**src/rtl/mul_kn_pipe.sv**
```systemverilog
// mul_kn_pipe: four-stage pipelined fixed-point scaler by a CORDIC gain constant.
// mode=0 multiplies by Kc (circular gain), mode=1 by 1/Kh (inverse hyperbolic gain).
// Optional build macro MUL_KN_SAT_EN: saturate overflowed results instead of wrapping.
// Every stage, including its valid bit, moves on advance = ce & (~out_valid | out_ready).
module mul_kn_pipe #(
    parameter int W  = 12,
    parameter int CF = 14
) (
    input  logic                clock,
    input  logic                reset_n,
    input  logic                ce,
    input  logic                in_valid,
    output logic                in_ready,
    input  logic signed [W-1:0] value_in,
    input  logic                mode,
    output logic                out_valid,
    input  logic                out_ready,
    output logic signed [W-1:0] value_out,
    output logic                ovf_flag,
    input  logic                ovf_clr
);

    // Coefficient is below 2^(CF+1), so CF+2 bits hold it as a positive signed value.
    localparam int CW   = CF + 2;
    localparam int PW   = W + CF + 2;
    localparam int RW   = PW - CF;
    localparam int LO   = CW / 2;
    localparam int HI   = CW - LO;
    localparam int PPLW = W + LO + 1;
    localparam int PPHW = W + HI;

    localparam real KC_R  = 0.6072529350;
    localparam real KH_R  = 1.2074970678;
    localparam real SCALE = 2.0 ** CF;
    localparam int  KC_I  = $rtoi(KC_R * SCALE + 0.5);
    localparam int  KH_I  = $rtoi(KH_R * SCALE + 0.5);

    localparam logic signed [CW-1:0] KC_Q = KC_I[CW-1:0];
    localparam logic signed [CW-1:0] KH_Q = KH_I[CW-1:0];

    localparam logic signed [PW-1:0] HALF  = {{(PW-CF){1'b0}}, 1'b1, {(CF-1){1'b0}}};
    localparam logic signed [W-1:0]  MAX_V = {1'b0, {(W-1){1'b1}}};
    localparam logic signed [W-1:0]  MIN_V = {1'b1, {(W-1){1'b0}}};

    logic advance;

    logic                 s1_valid;
    logic signed [W-1:0]  s1_op;
    logic signed [CW-1:0] s1_coef;

    logic                   s2_valid;
    logic signed [PPLW-1:0] s2_pp_lo;
    logic signed [PPHW-1:0] s2_pp_hi;

    logic                 s3_valid;
    logic signed [PW-1:0] s3_prod;

    logic signed [PPLW-1:0] pp_lo_c;
    logic signed [PPHW-1:0] pp_hi_c;
    logic signed [RW-1:0]   rnd_c;
    logic [2:0]             top_c;
    logic                   ovf_c;
    logic signed [W-1:0]    res_c;

    // Handshake: the whole pipe advances only when the output slot is free or draining.
    always_comb begin
        advance  = ce & (~out_valid | out_ready);
        in_ready = reset_n & advance;
    end

    // Partial products: signed operand times unsigned low half and signed high half of the coefficient.
    always_comb begin
        pp_lo_c = PPLW'(s1_op) * PPLW'($signed({1'b0, s1_coef[LO-1:0]}));
        pp_hi_c = PPHW'(s1_op) * PPHW'($signed(s1_coef[CW-1:LO]));
    end

    // Round half up, range check on the three top bits, then wrap or saturate.
    always_comb begin
        rnd_c = RW'((s3_prod + HALF) >>> CF);
        top_c = rnd_c[RW-1:W-1];
        ovf_c = ~((&top_c) | (~|top_c));
`ifdef MUL_KN_SAT_EN
        if (ovf_c) begin
            res_c = rnd_c[RW-1] ? MIN_V : MAX_V;
        end else begin
            res_c = rnd_c[W-1:0];
        end
`else
        res_c = rnd_c[W-1:0];
`endif
    end

    // S1: capture operand and mode-selected coefficient at acceptance.
    always_ff @(posedge clock or negedge reset_n) begin
        if (!reset_n) begin
            s1_valid <= 1'b0;
            s1_op    <= '0;
            s1_coef  <= '0;
        end else if (advance) begin
            s1_valid <= in_valid;
            s1_op    <= value_in;
            s1_coef  <= mode ? KH_Q : KC_Q;
        end
    end

    // S2: register the two partial products.
    always_ff @(posedge clock or negedge reset_n) begin
        if (!reset_n) begin
            s2_valid <= 1'b0;
            s2_pp_lo <= '0;
            s2_pp_hi <= '0;
        end else if (advance) begin
            s2_valid <= s1_valid;
            s2_pp_lo <= pp_lo_c;
            s2_pp_hi <= pp_hi_c;
        end
    end

    // S3: sum the shifted partial products into the exact full product.
    always_ff @(posedge clock or negedge reset_n) begin
        if (!reset_n) begin
            s3_valid <= 1'b0;
            s3_prod  <= '0;
        end else if (advance) begin
            s3_valid <= s2_valid;
            s3_prod  <= (PW'(s2_pp_hi) <<< LO) + PW'(s2_pp_lo);
        end
    end

    // S4: register the rounded, range-handled result.
    always_ff @(posedge clock or negedge reset_n) begin
        if (!reset_n) begin
            out_valid <= 1'b0;
            value_out <= '0;
        end else if (advance) begin
            out_valid <= s3_valid;
            value_out <= res_c;
        end
    end

    // Sticky overflow: a new overflow entering S4 wins over a simultaneous clear.
    always_ff @(posedge clock or negedge reset_n) begin
        if (!reset_n) begin
            ovf_flag <= 1'b0;
        end else if (ce) begin
            if (advance && s3_valid && ovf_c) begin
                ovf_flag <= 1'b1;
            end else if (ovf_clr) begin
                ovf_flag <= 1'b0;
            end
        end
    end

endmodule

```
**config.mk**
```make
export PLATFORM = sky130hd
export DESIGN_NAME = mul_kn_pipe
export DESIGN_NICKNAME = d
export VERILOG_FILES = /design/src/rtl/mul_kn_pipe.sv
export SDC_FILE = /design/constraint.sdc
export NUM_CORES = 1
export LEC_CHECK = 0
export BUFFER_PORTS_ARGS = -buffer_cell sky130_fd_sc_hd__buf_2
export CORE_ASPECT_RATIO = 0.9
export CORE_UTILIZATION = 35
export CTS_BUF_LIST = sky130_fd_sc_hd__clkbuf_16
export CTS_CLUSTER_SIZE = 28
export DETAILED_ROUTE_END_ITERATION = 7
export PLACE_DENSITY = 0.52
export SLEW_MARGIN = 0
export SYNTH_ARGS = -nofsm -noshare
export SYNTH_HDL_FRONTEND = slang
export SYNTH_SLANG_ARGS = --single-unit
```
**constraint.sdc**
```tcl
create_clock -name clock -period 14.1 [get_ports clock]
set_clock_uncertainty 0.15 [all_clocks]
set_input_delay 2.82 -clock clock [delete_from_list [all_inputs] [get_ports clock]]
set_output_delay 2.82 -clock clock [all_outputs]
set_load 0.01 [all_outputs]
```
# Word-level counts from Yosys, hierarchy flattened
# Cells that the tools add are included.
# word_totals
reg_bits	113
word_cells	31
in_bits	19
# op_classes
n_mux	3
addsub	2
bitwise	6
multipliers	2
reduce_logical	7
# op_table
operator	count
$add A28 B15 Y28 const B	1
$add A28 B21 Y28	1
$mul A12 B9 Y21	1
$mul A12 B8 Y20	1
$mux W15	1
$reduce_and A3 Y1	1
$reduce_or A3 Y1	1
$and A1 B1 Y1	2
$logic_and A1 B1 Y1	2
$mux W1	2
$not A1 Y1	2
$or A1 B1 Y1	2
$reduce_and A2 Y1	1
$reduce_bool A2 Y1	1
$logic_not A1 Y1	1

# Logic depth before layout (Yosys ltp)
# Gate-level depths: netlist of the first run.
# depth
ltp_word	8
ltp_mapped	19
depth_no_buf	18

# Least setup slack after synthesis of the first run
# OpenSTA, ideal clock, no wires.
# synth_timing
path_kind	input port to output port
start	in ce
end	out in_ready
slack_ps	7732
arrival_time_ps	3398
n_path_buf	1
stages	3
cell_sequence	o21a_1 -> clkbuf_1 -> and2_1
# synth_between
elab_chain_len	2
# synth_lines
element	line	text
from (decl)	11	input logic ce,
$and A1 B1 Y1	67	advance = ce & (~out_valid | out_ready);
$and A1 B1 Y1	68	in_ready = reset_n & advance;
to (decl)	13	output logic in_ready,
# Every way passes these cells.

# Worst setup path after layout of the first run
# Ends and elaborated chain as after synthesis.

==> results of run 1 <==
per-layer routing:
layer  GRT usage [%]  share of wire [%]
met5               0                  0
met4            3.70                1.0
met3            2.41                3.0
met2            24.4                 42
met1            24.8                 54
through the flow:
step                utilization (%)  instances  area (um^2)  worst slack [ns]
global placement               37.7       1371         9530              7.42
finish                         39.0       1387         9840              7.42
floorplan                         -       1024         9020              7.73
CTS                            39.0       1387         9840              7.40
detailed placement             37.7       1371         9530              7.41
global route                   39.0       1387         9840              7.33
final cells by class:
cell class / count / area, um^2 / share of cell area [%]
clock buffer: 9 / 225 / 2.29
inverter: 187 / 702 / 7.13
multi-input combinational: 726 / 6210 / 63.1
sequential: 80 / 2000 / 20.3
tap: 342 / 428 / 4.35
clock inverter: 7 / 88.8 / 0.902
timing repair buffer: 36 / 190 / 1.93
sequential cells by signal (all words and copies together), names as in the netlist:
name and flops:
s2_pp_hi 20, s3_prod 15, s2_pp_lo 13, s1_op 12, value_out 12, s1_coef 3
out_valid 1, ovf_flag 1, s1_valid 1, s2_valid 1, s3_valid 1
Yosys cell counts, types with 3 or more instances:
cell type	count	share of area [%]
a21o_1	12	1.0
a21oi_1	29	1.6
a31o_2	3	0.29
a31oi_1	7	0.49
and2_1	19	1.3
and3_1	11	0.76
clkbuf_1	28	1.2
dfrtp_1	80	22
fa_1	88	20
ha_1	104	14
inv_1	187	7.8
nand2_1	169	7.0
nand2b_1	5	0.35
nand3_1	22	1.2
nand4_1	3	0.21
nor2_1	28	1.2
nor3_1	5	0.28
o211ai_1	6	0.50
o21a_1	5	0.42
o21ai_0	55	3.1
o21ai_1	11	0.61
o21bai_1	6	0.50
o31ai_1	6	0.50
or3_1	3	0.21
xnor2_1	44	4.3
xor2_1	47	4.6
final timing paths:
check,startpoint,endpoint,slack (ns),cells past startpoint
min in group asynchronous,reset_n,value_out[7],2.26,1
worst min register to register,value_out[1],value_out[1],0.32,2
max in group asynchronous,reset_n,s1_op[10],10.51,2
worst min-delay path,value_out[1],value_out[1],0.32,2
worst max-delay path,ce,in_ready,7.42,5
worst max register to register,s1_coef[13],s2_pp_lo[20],8.63,18
worst max-delay path, cell delays in order:
cell and delay, ns:
buf_2 0.12, o21a_1 0.13, buf_4 0.34, and2_1 0.18, buf_2 0.12
cells by family after synthesis:
| kind of cell | Yosys count | synth area share, % |
|---|---|---|
| AOI/OAI and AO/OA | 166 | 12.1 |
| xor gates and xnor gates | 91 | 8.84 |
| adders and majority gates | 192 | 34.0 |
| buffers and inverters | 218 | 9.10 |
| DFF | 80 | 22.2 |
| muxes | 1 | 0.125 |
| and+or+nand+nor | 276 | 13.7 |
cells in the final DEF, fill, tap and decap left out, types with 29 or more instances in the layout:
master,Yosys,routed
a21oi_1,29,29
buf_2,2,32
dfrtp_1,80,80
fa_1,88,88
ha_1,104,104
inv_1,187,187
nand2_1,169,169
o21ai_0,55,54
xnor2_1,44,44
xor2_1,47,47
==> reports/metrics.yaml, run 1 <==
logic_synthesis:
  ys_types: 59
  ys_seq_elements: 80
  syn_area_um2: 9020
  async_flop_share_pct: 100
  syn_inst: 1024
  synth-edff-count: 0
  synth-main-ff-cell: "dfrtp_1"
  synth.avg_cell_area_um2: 8.81
  ys_seq_area_share_pct: 22.2
  syn_nets: 1235
  ys_warn_count: 0
sta:
  hold_violations: 0
  period_minus_slack_ns: 6.68
  slew_headroom_pct: 30.5
  max_freq_mhz: 150
  finalSetupTns_ns: 0
  drv_slew: 0
  whs_ns: 0.322
  rsz0062_at_grt: "false"
  setup_viol: 0
  worstMarginPinSlew_ns: 1.04
  min_period_over_period_pct: 47.4
layout:
  fillers: 2633
  final_nets: 1251
  drive_above_1_share_pct: 7.46
  diodes: 0
  area_growth_pct: 9.14
clock_tree:
  clkTransAtPathRegs_ns: 0.07
  insertion_delay_ns: 0.35
  cts.sinks: 80
  cts_resized: 0
  clockRootBuffer: "clkbuf_16"
  ctsLongestPathBuffers: 2
  numCtsBuffers: 9
  htreeDepth: 3
  cts_tree: "yes"
  postCtsSetupRepairBufs: 0
  cts_hold_buf: 0
grt:
  grt_usage_pct: 16.4
  antenna_found_initial: 0
  grt_pass1_vias: 6598
  grt_max_degree: 79
  grt_remaining_overflow: 0
  grt_first_pass_wirelength_mm: 34.1
place:
  port_buffers: 33
  hpwl_mm: 16.2
  place_congestion: 0.822
setup_path:
  required_ns: 11.13
  crit_arrival_ns: 3.71
  critPathLaunchType: "input pin"
  cp_max_fo: 29
  cp-end-kind: "primary output"
  criticalPathCategory: "input pin to primary output"
run:
  drv_cap: 0
floorplan:
  dieArea_um2: 26400
  die_x_um: 171
  fp.dieH_um: 154
  fp.coreArea_um2: 25300
  initial_core_util_pct: 35.7
  ios: 34
  placementRows: 55
routing:
  routed_via_density: 4.73
  drtIter0Drc: 444
  routed_wl_mm: 20.0
  ant_nets: 0
  vias: 6559
  first_pass_iters: 7
  wl_per_cell_um: 14.4
  route.detailed.drc: 0
run_status:
  status: "complete, no violations"
worst_hold_path:
  min_path_type: "flip-flop to flip-flop"
Power of run 1 is left out: the tool's default activity adds up to more than one toggle a clock period on the data nets, which glitch-free logic cannot reach.
==> inputs of run 2 (changes only) <==
--- a/config.mk
+++ b/config.mk
@@ -5,6 +5,7 @@
 export SDC_FILE = /design/constraint.sdc
 export NUM_CORES = 1
 export LEC_CHECK = 0
+export ABC_AREA = 1
 export BUFFER_PORTS_ARGS = -buffer_cell sky130_fd_sc_hd__buf_2
 export CORE_ASPECT_RATIO = 0.9
 export CORE_UTILIZATION = 35
==> constraint.sdc (replaced) <==
create_clock -name clock -period 6.5 [get_ports clock]
set_clock_uncertainty 0.15 [all_clocks]
set_input_delay 1.3 -clock clock [delete_from_list [all_inputs] [get_ports clock]]
set_output_delay 1.3 -clock clock [all_outputs]
set_load 0.01 [all_outputs]
==> reports/metrics.yaml, run 2 <==
routing:
  routed_via_density: 4.63  # -2.0%
  routed_wl_mm: 25.2  # +26%
  drtIter0Drc: 548  # +23%
  route.detailed.drc: 5  # +5
  wl_per_cell_um: 14.2  # -1.7%
  first_pass_iters: 8  # +1
  ant_nets: 0  # unchanged
  vias: 8235  # +26%
floorplan:
  placementRows: 58  # +5.5%
  fp.coreArea_um2: 27900  # +11%
  ios: 34  # unchanged
  initial_core_util_pct: 35.6  # -0.12 points
  die_x_um: 180  # +4.9%
  fp.dieH_um: 162  # +4.9%
  dieArea_um2: 29100  # +10%
sta:
  min_period_over_period_pct: 75.1
  max_freq_mhz: 205
  drv_slew: 0  # unchanged
  period_minus_slack_ns: 4.88
  rsz0062_at_grt: "false"
  hold_violations: 0  # unchanged
  setup_viol: 0  # unchanged
  setup_ws_ns: 1.62  # -5.80 ns
  worstMarginPinSlew_ns: 0.727  # -0.311 ns
  slew_headroom_pct: 51.5  # +21 points
  finalSetupTns_ns: 0  # unchanged
clock_tree:
  clkTransAtPathRegs_ns: 0.06  # about the same
  cts.sinks: 80  # unchanged
  cts_tree: "yes"
  cts_hold_buf: 0  # unchanged
  htreeDepth: 3  # unchanged
  cts_resized: 0  # unchanged
  numCtsBuffers: 9  # unchanged
  clockRootBuffer: "clkbuf_16"
  postCtsSetupRepairBufs: 0  # unchanged
  insertion_delay_ns: 0.36  # about the same
  ctsLongestPathBuffers: 2  # unchanged
setup_path:
  r2r-end: "s2_pp_lo[20]"
  max_stage_delay_ns: 0.62  # +0.28 ns
  cp-end-kind: "flip-flop"
  criticalPathCategory: "flip-flop to flip-flop"
  crit_slowest_cell: "dfrtp_1"
  r2r_slack_ns: 1.62  # -7.01 ns
  r2r_cells: 15  # -3
  timing.rr.start: "s1_coef[13]"
  cp_cell_sequence: "nand2_1 > inv_1 > ha_1 > fa_1 > fa_1 > fa_1 > inv_1 > ha_1 > nand2_1 > nor4_1 > nand2_1 > nand2_1 > nand2_1 > nand3_1 > nand2_1"
  crit_arrival_ns: 4.97  # +1.26 ns
  cp_common_cell: "nand2_1"
  critPathLaunchType: "flip-flop"
  cp_max_fo: 13  # -55%
  required_ns: 6.59  # -4.54 ns
logic_synthesis:
  ys_warn_count: 0  # unchanged
  synth-main-ff-cell: "dfrtp_1"
  synth_xor_area_share_pct: 4.40  # -4.4 points
  synth.avg_cell_area_um2: 7.18  # -18%
  synth_top_cells_by_count: "nand2_1 (438), inv_1 (300), ha_1 (104)"
  yosysMostFrequentCell: "nand2_1"
  synth-edff-count: 0  # unchanged
  synth-simple-area-share_pct: 25.1  # +11 points
  syn_nets: 1596  # +29%
  syn_inst: 1385  # +35%
  ys_types: 39  # -34%
  async_flop_share_pct: 100  # unchanged
  synthTopCellsByArea: "dfrtp_1 (20%), fa_1 (18%), nand2_1 (17%)"
  syn_area_um2: 9950  # +10%
  ys_seq_elements: 80  # unchanged
  synth_largest_area_cell: "dfrtp_1"
  synthAdderAreaFrac_pct: 30.8  # -3.2 points
  synth_compound_area_share_pct: 6.98  # -5.1 points
  synth_top_family_by_area: "adder cells"
  ys_seq_area_share_pct: 20.1  # -2.1 points
  yosys.area.top_type_share_pct: 20.1  # -2.1 points
  muxShareOfSynthArea_pct: 0  # -0.12 points
grt:
  grt_first_pass_wirelength_mm: 42.4  # +24%
  grt_remaining_overflow: 0  # unchanged
  grt_pass1_vias: 8189  # +24%
  grt_max_degree: 61  # -23%
  grt_usage_pct: 18.5  # +2.1 points
  antenna_found_initial: 0  # unchanged
place:
  port_buffers: 33  # unchanged
  hpwl_mm: 20.8  # +28%
  dpl_cell_area_um2: 10500  # +9.9%
  place_congestion: 0.901  # +9.6%
  dp_slack_ns: 1.70  # -5.70 ns
run_status:
  status: "complete, but fails checks"
  violations: "design-rule violations"
worst_hold_path:
  hold-path-endpoint: "value_out[6]"
  min_path_cells: 2  # unchanged
  min_path_type: "flip-flop to flip-flop"
  worstHoldStart: "value_out[6]"
layout:
  final_nets: 1623  # +30%
  area_growth_pct: 8.26
  regMostFlops: "s2_pp_hi"
  largest_register_ffs: 20  # unchanged
  stdcell_area_um2: 10800  # +9.4%
  final_cell_mix: "nand2_1 (438), inv_1 (301), ha_1 (104)"
  diodes: 0  # unchanged
  drive_above_1_share_pct: 5.01  # -2.5 points
  mostFrequentLayoutCell: "nand2_1"
  largestRegisters: "s2_pp_hi: 20 flops, s3_prod: 15 flops, s2_pp_lo: 13 flops"
run:
  drv_cap: 0  # unchanged
==> run 2: kinds of logic after synthesis <==
kind of cell	Yosys count
buf+inv	322
fa+ha+maj	192
xor+xnor	50
compound gates	126
simple gates	615
flops	80
==> run 2: layout make-up <==
| class | count | area, um^2 |
|---|---|---|
| repair buffers | 36 | 190 |
| clock inverters | 7 | 70.1 |
| fillers | 2957 | 17200 |
| flip-flops and latches | 80 | 2000 |
| inverters | 302 | 1140 |
| multi-input cells | 983 | 6690 |
| well taps | 360 | 450 |
| clock buffers | 9 | 225 |
==> run 2: worst max-delay path by stage <==
stage	startpoint	slack, ns	endpoint	cells past startpoint
after floorplan	s1_coef[11]	2.09	s2_pp_hi[18]	20
after global placement	s1_coef[13]	1.84	s2_pp_lo[18]	15
after detailed placement	s1_coef[13]	1.70	s2_pp_lo[20]	15
after CTS	s1_coef[13]	1.64	s2_pp_lo[20]	15
after global routing	s1_coef[13]	1.28	s2_pp_lo[20]	15
final	s1_coef[13]	1.62	s2_pp_lo[20]	15
==> run 2: stage by stage <==
| step | hold slack [ns] | utilization [%] | instances |
|---|---|---|---|
| finish | 0.324 | 38.5 | 1777 |
| global route | 0.344 | 38.5 | 1777 |
| CTS | 0.330 | 38.5 | 1777 |
| detailed placement | 0.315 | 37.5 | 1761 |
| global placement | 0.310 | 37.5 | 1761 |
| floorplan | 0.303 | - | 1385 |
==> run 2: critical path, delay by kind of cell, from the launching register on <==
family,cells,cell delay (ns)
adder cells (fa/ha/maj),5,2.34
AND/OR/NAND/NOR,8,1.17
flip-flops,1,0.62
buffers and inverters,2,0.48
==> run 2: layer usage <==
metal	up-vias	share of wire, %	wire (um)	GRT usage [%]
met5	-	0	0	0
met1	3823	52	13100	26.8
met4	0	1.2	296	4.00
met2	145	43	10800	29.3
met3	18	3.8	948	2.67
li1	4249	-	-	-
Power of run 2 is left out for the same reason.
